===== src/rtl/mem_arbiter.sv =====
// ---------------------------------------------------------------------------
// mem_arbiter
//
// Arbitrates a single-ported memory between a CPU and a debug/loader port.
// Every access takes one grant cycle. The CPU is stalled while it requests and
// is not granted. The debug port may hold the bus for a locked burst, but only
// for BURST_MAX consecutive grants while the CPU is waiting.
//
// Ports
//   clk, reset            : system clock, synchronous active-high reset
//   cpu_req/we/adr/wdata  : CPU request side
//   cpu_stall, cpu_rdata  : CPU response (both combinational)
//   dbg_req/we/lock/adr/wdata : debug request side (lock asks to keep a burst)
//   dbg_gnt               : debug access happens this cycle
//   dbg_done              : one-cycle pulse after each debug grant cycle
//   dbg_rdata             : debug read data, registered at the end of a read
//   mem_adr/wdata/we      : memory request, muxed from the current owner
//   mem_rdata             : memory read data, combinational from mem_adr
//   status                : {state, last_owner, burst_cnt, cpu_stall, dbg_gnt}
// ---------------------------------------------------------------------------
module mem_arbiter #(
    parameter int unsigned BURST_MAX = 8
) (
    input  logic        clk,
    input  logic        reset,
    input  logic        cpu_req,
    input  logic        cpu_we,
    input  logic [15:0] cpu_adr,
    input  logic [15:0] cpu_wdata,
    output logic        cpu_stall,
    output logic [15:0] cpu_rdata,
    input  logic        dbg_req,
    input  logic        dbg_we,
    input  logic        dbg_lock,
    input  logic [15:0] dbg_adr,
    input  logic [15:0] dbg_wdata,
    output logic        dbg_gnt,
    output logic        dbg_done,
    output logic [15:0] dbg_rdata,
    output logic [15:0] mem_adr,
    output logic [15:0] mem_wdata,
    output logic        mem_we,
    input  logic [15:0] mem_rdata,
    output logic [7:0]  status
);

    localparam logic [1:0]  ST_IDLE   = 2'b00;
    localparam logic [1:0]  ST_CPU    = 2'b01;
    localparam logic [1:0]  ST_DBG    = 2'b10;
    localparam logic [2:0]  BURST_SAT = 3'd7;
    localparam logic [31:0] BURST_LIM = BURST_MAX - 32'd1;

    logic [1:0]  state_q,      state_d;
    logic        last_owner_q, last_owner_d;   // 0 = CPU, 1 = debug
    logic [2:0]  burst_cnt_q,  burst_cnt_d;
    logic        dbg_done_q,   dbg_done_d;
    logic [15:0] dbg_rdata_q,  dbg_rdata_d;

    logic        in_cpu_s;
    logic        in_dbg_s;
    logic        burst_ok_s;

    assign in_cpu_s = (state_q == ST_CPU);
    assign in_dbg_s = (state_q == ST_DBG);

    // A locked burst may continue freely while the CPU is quiet; once the CPU
    // waits, the burst may run only until BURST_MAX grants have been given.
    assign burst_ok_s = (~cpu_req) | ({29'd0, burst_cnt_q} < BURST_LIM);

    // Next-state selection for the grant FSM.
    always_comb begin
        state_d = ST_IDLE;
        case (state_q)
            ST_IDLE: begin
                if (cpu_req && dbg_req) begin
                    // Both waiting: give the bus to whoever did not have it last.
                    state_d = last_owner_q ? ST_CPU : ST_DBG;
                end else if (cpu_req) begin
                    state_d = ST_CPU;
                end else if (dbg_req) begin
                    state_d = ST_DBG;
                end else begin
                    state_d = ST_IDLE;
                end
            end
            ST_CPU: begin
                if (dbg_req) begin
                    state_d = ST_DBG;
                end else if (cpu_req) begin
                    state_d = ST_CPU;
                end else begin
                    state_d = ST_IDLE;
                end
            end
            ST_DBG: begin
                if (dbg_req && dbg_lock && burst_ok_s) begin
                    state_d = ST_DBG;
                end else if (cpu_req) begin
                    state_d = ST_CPU;
                end else if (dbg_req) begin
                    state_d = ST_DBG;
                end else begin
                    state_d = ST_IDLE;
                end
            end
            default: begin
                state_d = ST_IDLE;
            end
        endcase
    end

    // Bookkeeping that follows the grant decision: burst length, owner, debug
    // completion pulse and captured debug read data.
    always_comb begin
        burst_cnt_d  = 3'd0;
        last_owner_d = last_owner_q;
        dbg_done_d   = in_dbg_s;
        dbg_rdata_d  = dbg_rdata_q;

        // Only debug-to-debug transitions extend a burst; any other move
        // (into CPU, IDLE, or a fresh debug grant) starts from zero.
        if (in_dbg_s && (state_d == ST_DBG)) begin
            if (burst_cnt_q == BURST_SAT) begin
                burst_cnt_d = BURST_SAT;
            end else begin
                burst_cnt_d = burst_cnt_q + 3'd1;
            end
        end else begin
            burst_cnt_d = 3'd0;
        end

        // The owner is loaded as its grant begins. An access always finishes
        // within its single grant cycle, so during and after that cycle this
        // names the owner of the most recent access.
        case (state_d)
            ST_CPU:  last_owner_d = 1'b0;
            ST_DBG:  last_owner_d = 1'b1;
            default: last_owner_d = last_owner_q;
        endcase

        if (in_dbg_s && !dbg_we) begin
            dbg_rdata_d = mem_rdata;
        end else begin
            dbg_rdata_d = dbg_rdata_q;
        end
    end

    // State registers with synchronous reset; reset aborts any access in flight.
    always_ff @(posedge clk) begin
        if (reset) begin
            state_q      <= ST_IDLE;
            last_owner_q <= 1'b1;
            burst_cnt_q  <= 3'd0;
            dbg_done_q   <= 1'b0;
            dbg_rdata_q  <= 16'h0000;
        end else begin
            state_q      <= state_d;
            last_owner_q <= last_owner_d;
            burst_cnt_q  <= burst_cnt_d;
            dbg_done_q   <= dbg_done_d;
            dbg_rdata_q  <= dbg_rdata_d;
        end
    end

    // Memory request mux: driven by the current owner, quiet when idle.
    always_comb begin
        mem_adr   = 16'h0000;
        mem_wdata = 16'h0000;
        mem_we    = 1'b0;
        case (state_q)
            ST_CPU: begin
                mem_adr   = cpu_adr;
                mem_wdata = cpu_wdata;
                mem_we    = cpu_we;
            end
            ST_DBG: begin
                mem_adr   = dbg_adr;
                mem_wdata = dbg_wdata;
                mem_we    = dbg_we;
            end
            default: begin
                mem_adr   = 16'h0000;
                mem_wdata = 16'h0000;
                mem_we    = 1'b0;
            end
        endcase
    end

    // Requester-facing responses.
    always_comb begin
        cpu_stall = cpu_req & ~in_cpu_s;
        if (in_cpu_s) begin
            cpu_rdata = mem_rdata;
        end else begin
            cpu_rdata = 16'h0000;
        end
        dbg_gnt = in_dbg_s;
    end

    assign dbg_done  = dbg_done_q;
    assign dbg_rdata = dbg_rdata_q;
    assign status    = {state_q, last_owner_q, burst_cnt_q, cpu_stall, dbg_gnt};

endmodule


===== config.mk =====
export PLATFORM = sky130hd
export DESIGN_NAME = mem_arbiter
export DESIGN_NICKNAME = d
export VERILOG_FILES = /design/src/rtl/mem_arbiter.sv
export SDC_FILE = /design/constraint.sdc
export NUM_CORES = 1
export LEC_CHECK = 0
export BUFFER_PORTS_ARGS = -buffer_cell sky130_fd_sc_hd__buf_2
export CAP_MARGIN = 20
export CORE_MARGIN = 5
export CORE_UTILIZATION = 36
export DETAILED_ROUTE_END_ITERATION = 8
export GPL_TIMING_DRIVEN = 0
export MAX_ROUTING_LAYER = met4
export PLACE_DENSITY = 0.81
export SLEW_MARGIN = 20
export SYNTH_ARGS = -nofsm -noshare
export SYNTH_HDL_FRONTEND = slang
export SYNTH_SLANG_ARGS = --single-unit

===== constraint.sdc =====
create_clock -name clk -period 1.91 [get_ports clk]
set_input_delay 0.0955 -clock clk [delete_from_list [all_inputs] [get_ports clk]]
set_output_delay 0.0955 -clock clk [all_outputs]
set_load 0.02 [all_outputs]

## After elaboration in Yosys (flattened, before gate mapping)

Index checks and enable logic that the tools add are counted.

| storage, ports and cells | value |
|---|---|
| register bits after elaboration | 23 |
| input port bits | 87 |
| output and inout bits | 76 |
| logic and storage cells | 40 |

| cells by class | value |
|---|---|
| $add $sub $neg | 1 |
| magnitude comparators | 1 |
| equal/unequal tests | 5 |
| muxes and demuxes | 14 |
| bitwise gates (word level) | 5 |
| reduce and logical (&&, ||, !) cells | 9 |

Operators with widths:

| kind | count |
|---|---|
| $pmux 16 s2 | 2 |
| $mux 16 | 1 |
| $mux 2 | 6 |
| $pmux 2 s3 | 1 |
| $logic_and 1x1->1 | 5 |
| $eq 2x1->1 const B | 2 |
| $eq 2x2->1 const B | 2 |
| $pmux 1 s2 | 2 |
| $add 3x1->3 const B | 1 |
| $eq 3x3->1 const B | 1 |
| $lt 3x3->1 const B | 1 |
| $mux 3 | 1 |
| $not 1->1 | 3 |
| $logic_not 2->1 | 1 |
| $reduce_bool 2->1 | 1 |
| $reduce_or 2->1 | 1 |
| $and 1x1->1 | 1 |
| $logic_not 1->1 | 1 |
| $mux 1 | 1 |
| $or 1x1->1 | 1 |

## Longest topological paths before layout

Gate-level depths: netlist of run 1.

| logic depth | value |
|---|---|
| depth in word-level cells | 9 |
| mapped depth | 9 |
| mapped depth without buffers | 8 |

## Worst setup path before layout of run 1

Ideal clock, no wire load.

| timing | value |
|---|---|
| kind | reg2reg |
| from | register state_q[0] |
| to | register last_owner_q |
| library setup time | 0.115 ns |
| data arrival time | 1.907 ns |
| required time | 1.795 ns |
| slack | -0.112 ns |
| cell stages (with the launch flop) | 9 |
| path buffers | 1 |
| period minus slack after synthesis | 2.022 ns |
| cells stage by stage | dfxtp_1 > inv_1 > ha_1 > buf_4 > a311oi_1 > nor3b_1 > ha_1 > mux2i_1 > nand2_1 |

| on the way | value |
|---|---|
| cells in the longest elaborated chain, start to end | 4 |
| elaborated cells on any way between the ends | 8 |
| those cells by class | eq/ne: 4; mux: 2; reduce/logical: 2 |

RTL lines:

| item | line | RTL |
|---|---|---|
| start, declared | 53 | `logic [1:0] state_q, state_d;` |
| start signal, assigned | 157 | `state_q <= state_d;` |
| $eq 2x2->1 * | n/a |  |
| named net dbg_gnt | 37 | `output logic dbg_gnt,` |
| $pmux 2 s3 * | 73 | `case (state_q)` |
| named net state_d[1] | 53 |  |
| $eq 2x2->1 / $eq 2x1->1 (equally long branches) | 135 | `case (state_d)` |
| $pmux 1 s2 / $reduce_bool 2->1 (equally long branches) | n/a |  |
| end signal, assigned | 158 | `last_owner_q <= last_owner_d;` |
| end, declared | 54 | `logic last_owner_q, last_owner_d;` |

Mark *: on every way through the listed nets, which the timed path passes. The rest lies on a longest branch.
A chain may end at the register's enable or synchronous reset.

## Final worst setup path of run 1

| timing | value |
|---|---|
| from | register state_q[0] |
| to | output mem_adr[3] |

| on the way | value |
|---|---|
| cells in the longest elaborated chain, start to end | 2 |
| elaborated cells on any way between the ends | 3 |
| those cells by class | eq/ne: 2; mux: 1 |

RTL lines:

| item | line | RTL |
|---|---|---|
| $eq 2x2->1 / $eq 2x1->1 (equally long branches) | 170 | `case (state_q)` |
| $pmux 16 s2 * | 170 |  |
| end, declared | 40 | `output logic [15:0] mem_adr,` |

Mark *: on every way between the ends. The rest lies on a longest branch, timed or not.

==> impl_results.md, run 1 <==
* Status: finished clean
* Number of global-route vias before repair at approximately 1900
* Cells after synthesis at 211
* Clock tree from TritonCTS: built
* Met2 layer wire length in the routed design at between 3000 and 4000 um
* Cell internal pwr at 972 uW
* Switching Share at 37.0%
* Static Leakage at around 0.0013 uW
* Top layer used by detailed routing: met4
* DPL Wire Length at just over 5000 um
* Number of warnings printed during yosys synthesis at 0
* Post-Synthesis Net Count at 304
* Number of standard cells in the layout, taps in and fillers out at between 400 and 500
* Cts-stage hold buffer count at 0
* Endpoint class of the critical path: primary output
* Post-DRT Antenna Nets at 0
* CTS Buf Count at 3
* Worst setup path class: reg -> out
* Insertion delay to the later sink of the worst-skew pair at approximately 0.26 ns
* Cts repair resizes at 0
* Part of the power in the clock network at 19.1%
* Setup slack at placement at roughly 0.057 ns
* Hold WC Path Type: in -> reg
* Nature of the critical path startpoint: register
* Async set-reset flop share out of synthesis at 0%
* Buffers on Ports at roughly 160
* Area enclosed by the die boundary at around 6000 um2
* Setup repair after global routing missed its margin: false
* Routability-driven placement congestion ratio at 0.831
* Aggregate negative setup slack at 0 ns
* Count of different cell masters after synthesis at 26
* Maximum level of the CTS H-tree at 1
* Final count of pins violating max slew at 0
* Total clock sinks at 23
* Most common flop cell mapped by yosys: sky130_fd_sc_hd__dfxtp_1
* Top-level I/O count at 163
* Sum of met3 wire segment lengths after detailed routing at about 520 um
* Number of enable flip-flop cells after synthesis at 0
* Average wire per cell in the routed design at approximately 14 um
* Switching component of the power at 570 uW
* Area Growth Syn to Fin at 58.3%
* Max cap viols at 0
* Largest stage delay on the critical path at ~0.34 ns
* Root buffer cell: sky130_fd_sc_hd__clkbuf_8
* Transition at the pin with the smallest max-transition slack at 0.724 ns
* Number of hold violations in the final report at 0
* Starting DRC count in detailed routing at 75
* Worst path setup slack after routing at roughly 0.15 ns
* Combinational share of power at 47.1%
* Final wirelength at roughly 6100 um
* Worst-case clock buffer depth at 2
* Required time at the worst-slack endpoint at 1.81 ns
* Vias after detailed routing at between 2000 and 2500
* Final setup violating endpoints at 0
* Maximum clock rate at ~570 MHz
* Final layout net count at 470
* Chip height at about 77 um
* Sum of buffers and inverters on the critical path at 4
* Ratio of routed vias to standard cells at slightly below 5
* Slowest stage cell, crit path: sky130_fd_sc_hd__dfxtp_2
* Fraction of the yosys area taken by sequential cells at 28.4%
* #FFs+latches synth at 23
* Final worst path period need at around 1.8 ns
* DRT met1 WL at ~2400 um
* Antenna violations before repair at 0
* Relative slew margins at roughly half
* Fill cell count at approximately 420
* Total congestion overflow at 0
* Synthesized area at 1620 um2
* Share of layout cells above drive strength 1 at a little over half
* Floorplan Core Area at 4350 um2
* Chain of cells forming the critical path: inv_1, ha_2, buf_6, clkbuf_4, a22oi_1, nor2b_1, buf_2
* First-pass GRT wire length at 9470 um
* Number of antenna diodes at 0
* Initial standard-cell utilization of the core at 37.2%
* Die Wd at around 77 um
* Mean area per synthesized cell at 7.69 um2
* Number of DRC violations after detailed routing at 0
* Category of cells accounting for the largest share of critical-path delay: buffers and inverters
* Largest net degree at the start of global routing at 14
* Overall global routing resource usage at 19.1%
* Worst-path clk slew at about 0.080 ns
* Post-route clock skew at roughly 0.0054 ns
* Rows at 24
* Final-layout worst hold slack at 0.0782 ns
* Number of cells in the design after placement at about 420
* Post-CTS Repair Setup Buffers at 0
* Number of detailed-routing iterations run before antenna repair at 4
* Max VDD drop at ~0.45 mV
* CP max FO at 10
* Sequential cell fraction of total power at between 30% and 40%
* Share of the cycle needed by the critical path after routing at 92.4%
* Power density over the cells at 601 nW/um2
* Most common cell after layout, fill and taps aside: sky130_fd_sc_hd__buf_2
* Worst path arrival time at ~1.7 ns
* Most frequent cells in the layout: 168 x sky130_fd_sc_hd__buf_2, 36 x sky130_fd_sc_hd__nand2_1, 35 x sky130_fd_sc_hd__nor2b_1
==> cells in the mapped netlist (3+ instances only) <==
master                     number  area share (%)
sky130_fd_sc_hd__nand2b_1       3             1.2
sky130_fd_sc_hd__buf_4          5             2.3
sky130_fd_sc_hd__dfxtp_1       23              28
sky130_fd_sc_hd__nor2b_1       35              14
sky130_fd_sc_hd__ha_1           6             4.6
sky130_fd_sc_hd__and2_1        16             6.2
sky130_fd_sc_hd__a22oi_1       33              15
sky130_fd_sc_hd__a21oi_1       10             3.1
sky130_fd_sc_hd__inv_1          3            0.69
sky130_fd_sc_hd__a21oi_2       10             5.4
sky130_fd_sc_hd__buf_2         10             3.1
sky130_fd_sc_hd__nand2_1       36             8.3
sky130_fd_sc_hd__clkbuf_1       6             1.4
sky130_fd_sc_hd__nor2_1         3            0.69
==> worst min-delay path, cell delays in order <==
cell	delay [ns]
sky130_fd_sc_hd__buf_2	0.11
sky130_fd_sc_hd__nand2_1	0.05
sky130_fd_sc_hd__a21oi_1	0.05
==> per-layer routing <==
metal	vias up	track usage (%)
met1	934	22.0
met5	-	-
met3	4	3.63
li1	1046	-
met2	88	34.0
met4	0	4.98
==> area by class of cell <==
type	instances	area, um2	share of cell area (%)
inverters	3	11.3	0.439
multi-input cells	163	1040	40.4
plain buffers	22	138	5.36
flip-flops and latches	23	463	18.0
clock inverters	1	5.00	0.195
repair buffers	161	806	31.4
well taps	52	65.1	2.54
clock buffers	3	41.3	1.61
==> kinds of logic after synthesis <==
group                      synth area share, %
and+or+nand+nor                           32.0
AOI/OAI and AO/OA                         26.2
buffers and inverters                     8.18
DFF                                       28.4
adders and majority gates                 4.63
muxes                                    0.617
==> registers in the layout, indices dropped and copies added (netlist names) <==
| name | cells |
|---|---|
| state_q | 2 |
| last_owner_q | 1 |
| dbg_done | 1 |
| dbg_rdata | 16 |
| burst_cnt_q | 3 |
==> through the flow <==
step	power [uW]	instance area, um2	utilization [%]
2_1_floorplan	989	1630	-
3_3_place_gp	1240	2500	57.3
3_5_place_dp	1250	2500	57.3
4_1_cts	1550	2540	58.4
5_1_grt	1650	2570	58.9
6_report	1540	2570	58.9
==> path summary, 6_finish.rpt <==
kind	end	cells past startpoint	start	slack, ns
max	mem_adr[3]	7	state_q[0]$_SDFF_PP0_	0.15
min	dbg_rdata[11]$_SDFFE_PP0P_	3	mem_rdata[11]	0.08
max reg2reg	last_owner_q$_SDFFE_PP1P_	8	state_q[0]$_SDFF_PP0_	0.17
min reg2reg	dbg_rdata[13]$_SDFFE_PP0P_	2	dbg_rdata[13]$_SDFFE_PP0P_	0.46
==> power groups by stage <==
stage	Sequential [uW]	Clock (uW)	Combinational, uW
after CTS	521	306	721
after global placement	531	0	706
final	521	294	727
after detailed placement	532	0	717
after floorplan	552	0	437
after global routing	525	329	793
No activity file was read; power rests on OpenSTA's default activity.
==> run 2: changes to the inputs <==
==> constraint.sdc (replaced) <==
create_clock -name clk -period 1.91 [get_ports clk]
set_input_delay 0.0955 -clock clk [delete_from_list [all_inputs] [get_ports clk]]
set_output_delay 0.0955 -clock clk [all_outputs]
set_load 0.01 [all_outputs]
==> impl_results.md, run 2 (synthesis results as in run 1) <==
* Max VDD drop at approximately 0.35 mV
* Final Power at 1470 uW
* Number of detailed-routing iterations run before antenna repair at 4
* Largest stage delay on the critical path at around 0.34 ns
* Worst Reg-to-Reg Cells at 8
* Maximum level of the CTS H-tree at 1
* Number of DRC violations after detailed routing at 0
* Post-route clock skew at just over 0.008 ns
* Reg-to-Reg Start: state_q[0]$_SDFF_PP0_
* Overall global routing resource usage at about 19%
* Transition at the pin with the smallest max-transition slack at ~0.70 ns
* CTS Buf Count at 3
* Most frequent cells in the layout: 170 x sky130_fd_sc_hd__buf_2, 36 x sky130_fd_sc_hd__nand2_1, 35 x sky130_fd_sc_hd__nor2b_1
* Insertion delay to the later sink of the worst-skew pair at roughly 0.26 ns
* Worst setup path class: reg -> out
* Final count of pins violating max slew at 0
* Largest net degree at the start of global routing at 14
* Rows at 24
* Endpoint, Worst Hold: dbg_rdata[12]$_SDFFE_PP0P_
* Clock tree from TritonCTS: built
* Chain of cells forming the critical path: inv_1, ha_2, buf_4, buf_2, a22oi_1, nor2b_1, buf_2
* Cts-stage hold buffer count at 0
* Number of global-route vias before repair at slightly below 2000
* Reg-to-reg critical path endpoint: last_owner_q$_SDFFE_PP1P_
* Initial standard-cell utilization of the core at between 30% and 40%
* Worst-path clk slew at ~0.090 ns
* Area Growth Syn to Fin at 57.5%
* Sum of buffers and inverters on the critical path at 4
* Fill cell count at 426
* Worst-case clock buffer depth at 2
* Area enclosed by the die boundary at slightly below 6000 um2
* Root buffer cell: sky130_fd_sc_hd__clkbuf_8
* Static Leakage at between 0.001 and 0.0015 uW
* Category of cells accounting for the largest share of critical-path delay: buffers and inverters
* DPL Wire Length at between 5000 and 6000 um
* Status: finished clean
* Routability-driven placement congestion ratio at about 0.79
* Max cap viols at 0
* Final setup violating endpoints at 0
* Post-Layout Inst Area at between 2000 and 3000 um2
* Required time at the worst-slack endpoint at approximately 1.8 ns
* Levels on crit path at 7
* Final worst path period need at 1.80 ns
* Power density over the cells at 574 nW/um2
* Number of cells traversed by the worst hold path at 3
* Area after detailed placement at 2490 um2
* Vias after detailed routing at around 2100
* CP max FO at 10
* Number of flip-flops in the largest register at 16
* Final layout net count at 470
* Hold WC Path Type: in -> reg
* Post-CTS Repair Setup Buffers at 0
* First-pass GRT wire length at between 9000 and 10000 um
* Buffers on Ports at ~160
* Total congestion overflow at 0
* Chip height at ~77 um
* Average wire per cell in the routed design at between 10 and 15 um
* Slowest stage cell, crit path: sky130_fd_sc_hd__dfxtp_2
* Ratio of routed vias to standard cells at approximately 4.9
* Post-DRT Antenna Nets at 0
* Starting DRC count in detailed routing at 80
* Core utilization of the finished layout at approximately three fifths
* Endpoint class of the critical path: primary output
* Top-level I/O count at approximately 160
* Worst hold path startpoint: mem_rdata[12]
* Final wirelength at 6160 um
* Worst path arrival time at between 1.5 and 2 ns
* Total clock sinks at 23
* Relative slew margins at between 50% and 60%
* Number of hold violations in the final report at 0
* Die Wd at between 70 and 80 um
* Nature of the critical path startpoint: register
* Most common cell after layout, fill and taps aside: sky130_fd_sc_hd__buf_2
* Number of antenna diodes at 0
* Share of the cycle needed by the critical path after routing at 94.3%
* Worst reg2reg setup slack at around 0.12 ns
* Share of layout cells above drive strength 1 at 52.1%
* Antenna violations before repair at 0
* Most used cell along the critical path: sky130_fd_sc_hd__buf_2
* Floorplan Core Area at about 4400 um2
* Maximum clock rate at 555 MHz
==> run 2: cell types whose count changed in the layout (fill, tap and decap cells not counted), sizes merged <==
cell    previous run  this run
buf              175       176
clkbuf            11        10
==> run 2: tightest hold or removal path, delay by kind of cell <==
kind,cells,cell delay (ns)
buffers and inverters,1,0.10
AND/OR/NAND/NOR,1,0.05
AO/OA/AOI/OAI,1,0.05
==> run 2: per-stage QoR <==
| step | TNS [ns] | setup slack (ns) | instances | hold WS [ns] |
|---|---|---|---|---|
| after global routing | -0.00512 | -0.00512 | 428 | 0.0716 |
| after CTS | 0 | 0.00673 | 428 | 0.0763 |
| after detailed placement | -0.0543 | -0.0543 | 424 | 0.355 |
| after global placement | 0 | 0.0201 | 424 | 0.345 |
| after floorplan | 0 | 0.0340 | 211 | 0.231 |
| final | 0 | 0.108 | 428 | 0.0787 |
==> run 2: final cells by class <==
type | instances | area (um2) | share of cell area, %
flip-flops and latches | 23 | 463 | 18.1
clock inverters | 1 | 5.00 | 0.196
multi-input cells | 163 | 1040 | 40.6
repair buffers | 161 | 806 | 31.6
plain buffers | 22 | 125 | 4.90
inverters | 3 | 11.3 | 0.441
well taps | 52 | 65.1 | 2.55
clock buffers | 3 | 41.3 | 1.62
==> run 2: what timing repair did <==
item,CTS,global route
setup endpoints to repair,1,32
pin swaps,0,1
endpoints found under the hold margin,0,0
gates resized for setup,1,7
==> run 2: worst max-delay path by stage <==
stage	slack [ns]	end	from
2_1_floorplan	0.03	last_owner_q$_SDFFE_PP1P_	state_q[0]$_SDFF_PP0_
3_3_place_gp	0.02	last_owner_q$_SDFFE_PP1P_	state_q[0]$_SDFF_PP0_
3_5_place_dp	-0.05	last_owner_q$_SDFFE_PP1P_	state_q[0]$_SDFF_PP0_
4_1_cts	0.007	last_owner_q$_SDFFE_PP1P_	state_q[0]$_SDFF_PP0_
5_1_grt	-0.005	status[1]	state_q[1]$_SDFF_PP0_
6_report	0.11	mem_adr[2]	state_q[0]$_SDFF_PP0_
==> run 2: metal layers <==
| layer | track usage [%] | up-vias | share of wire [%] |
|---|---|---|---|
| met5 | - | - | 0 |
| met4 | 5.50 | 0 | 2.1 |
| met3 | 3.51 | 10 | 8.1 |
| met2 | 35.1 | 94 | 50 |
| met1 | 21.1 | 935 | 39 |
| li1 | - | 1050 | - |
==> run 2: power breakdown <==
part,switching (uW),total [uW],internal [uW]
clock,154,299,145
sequential,16.4,521,504
combinational,331,647,316
total,501,1470,965
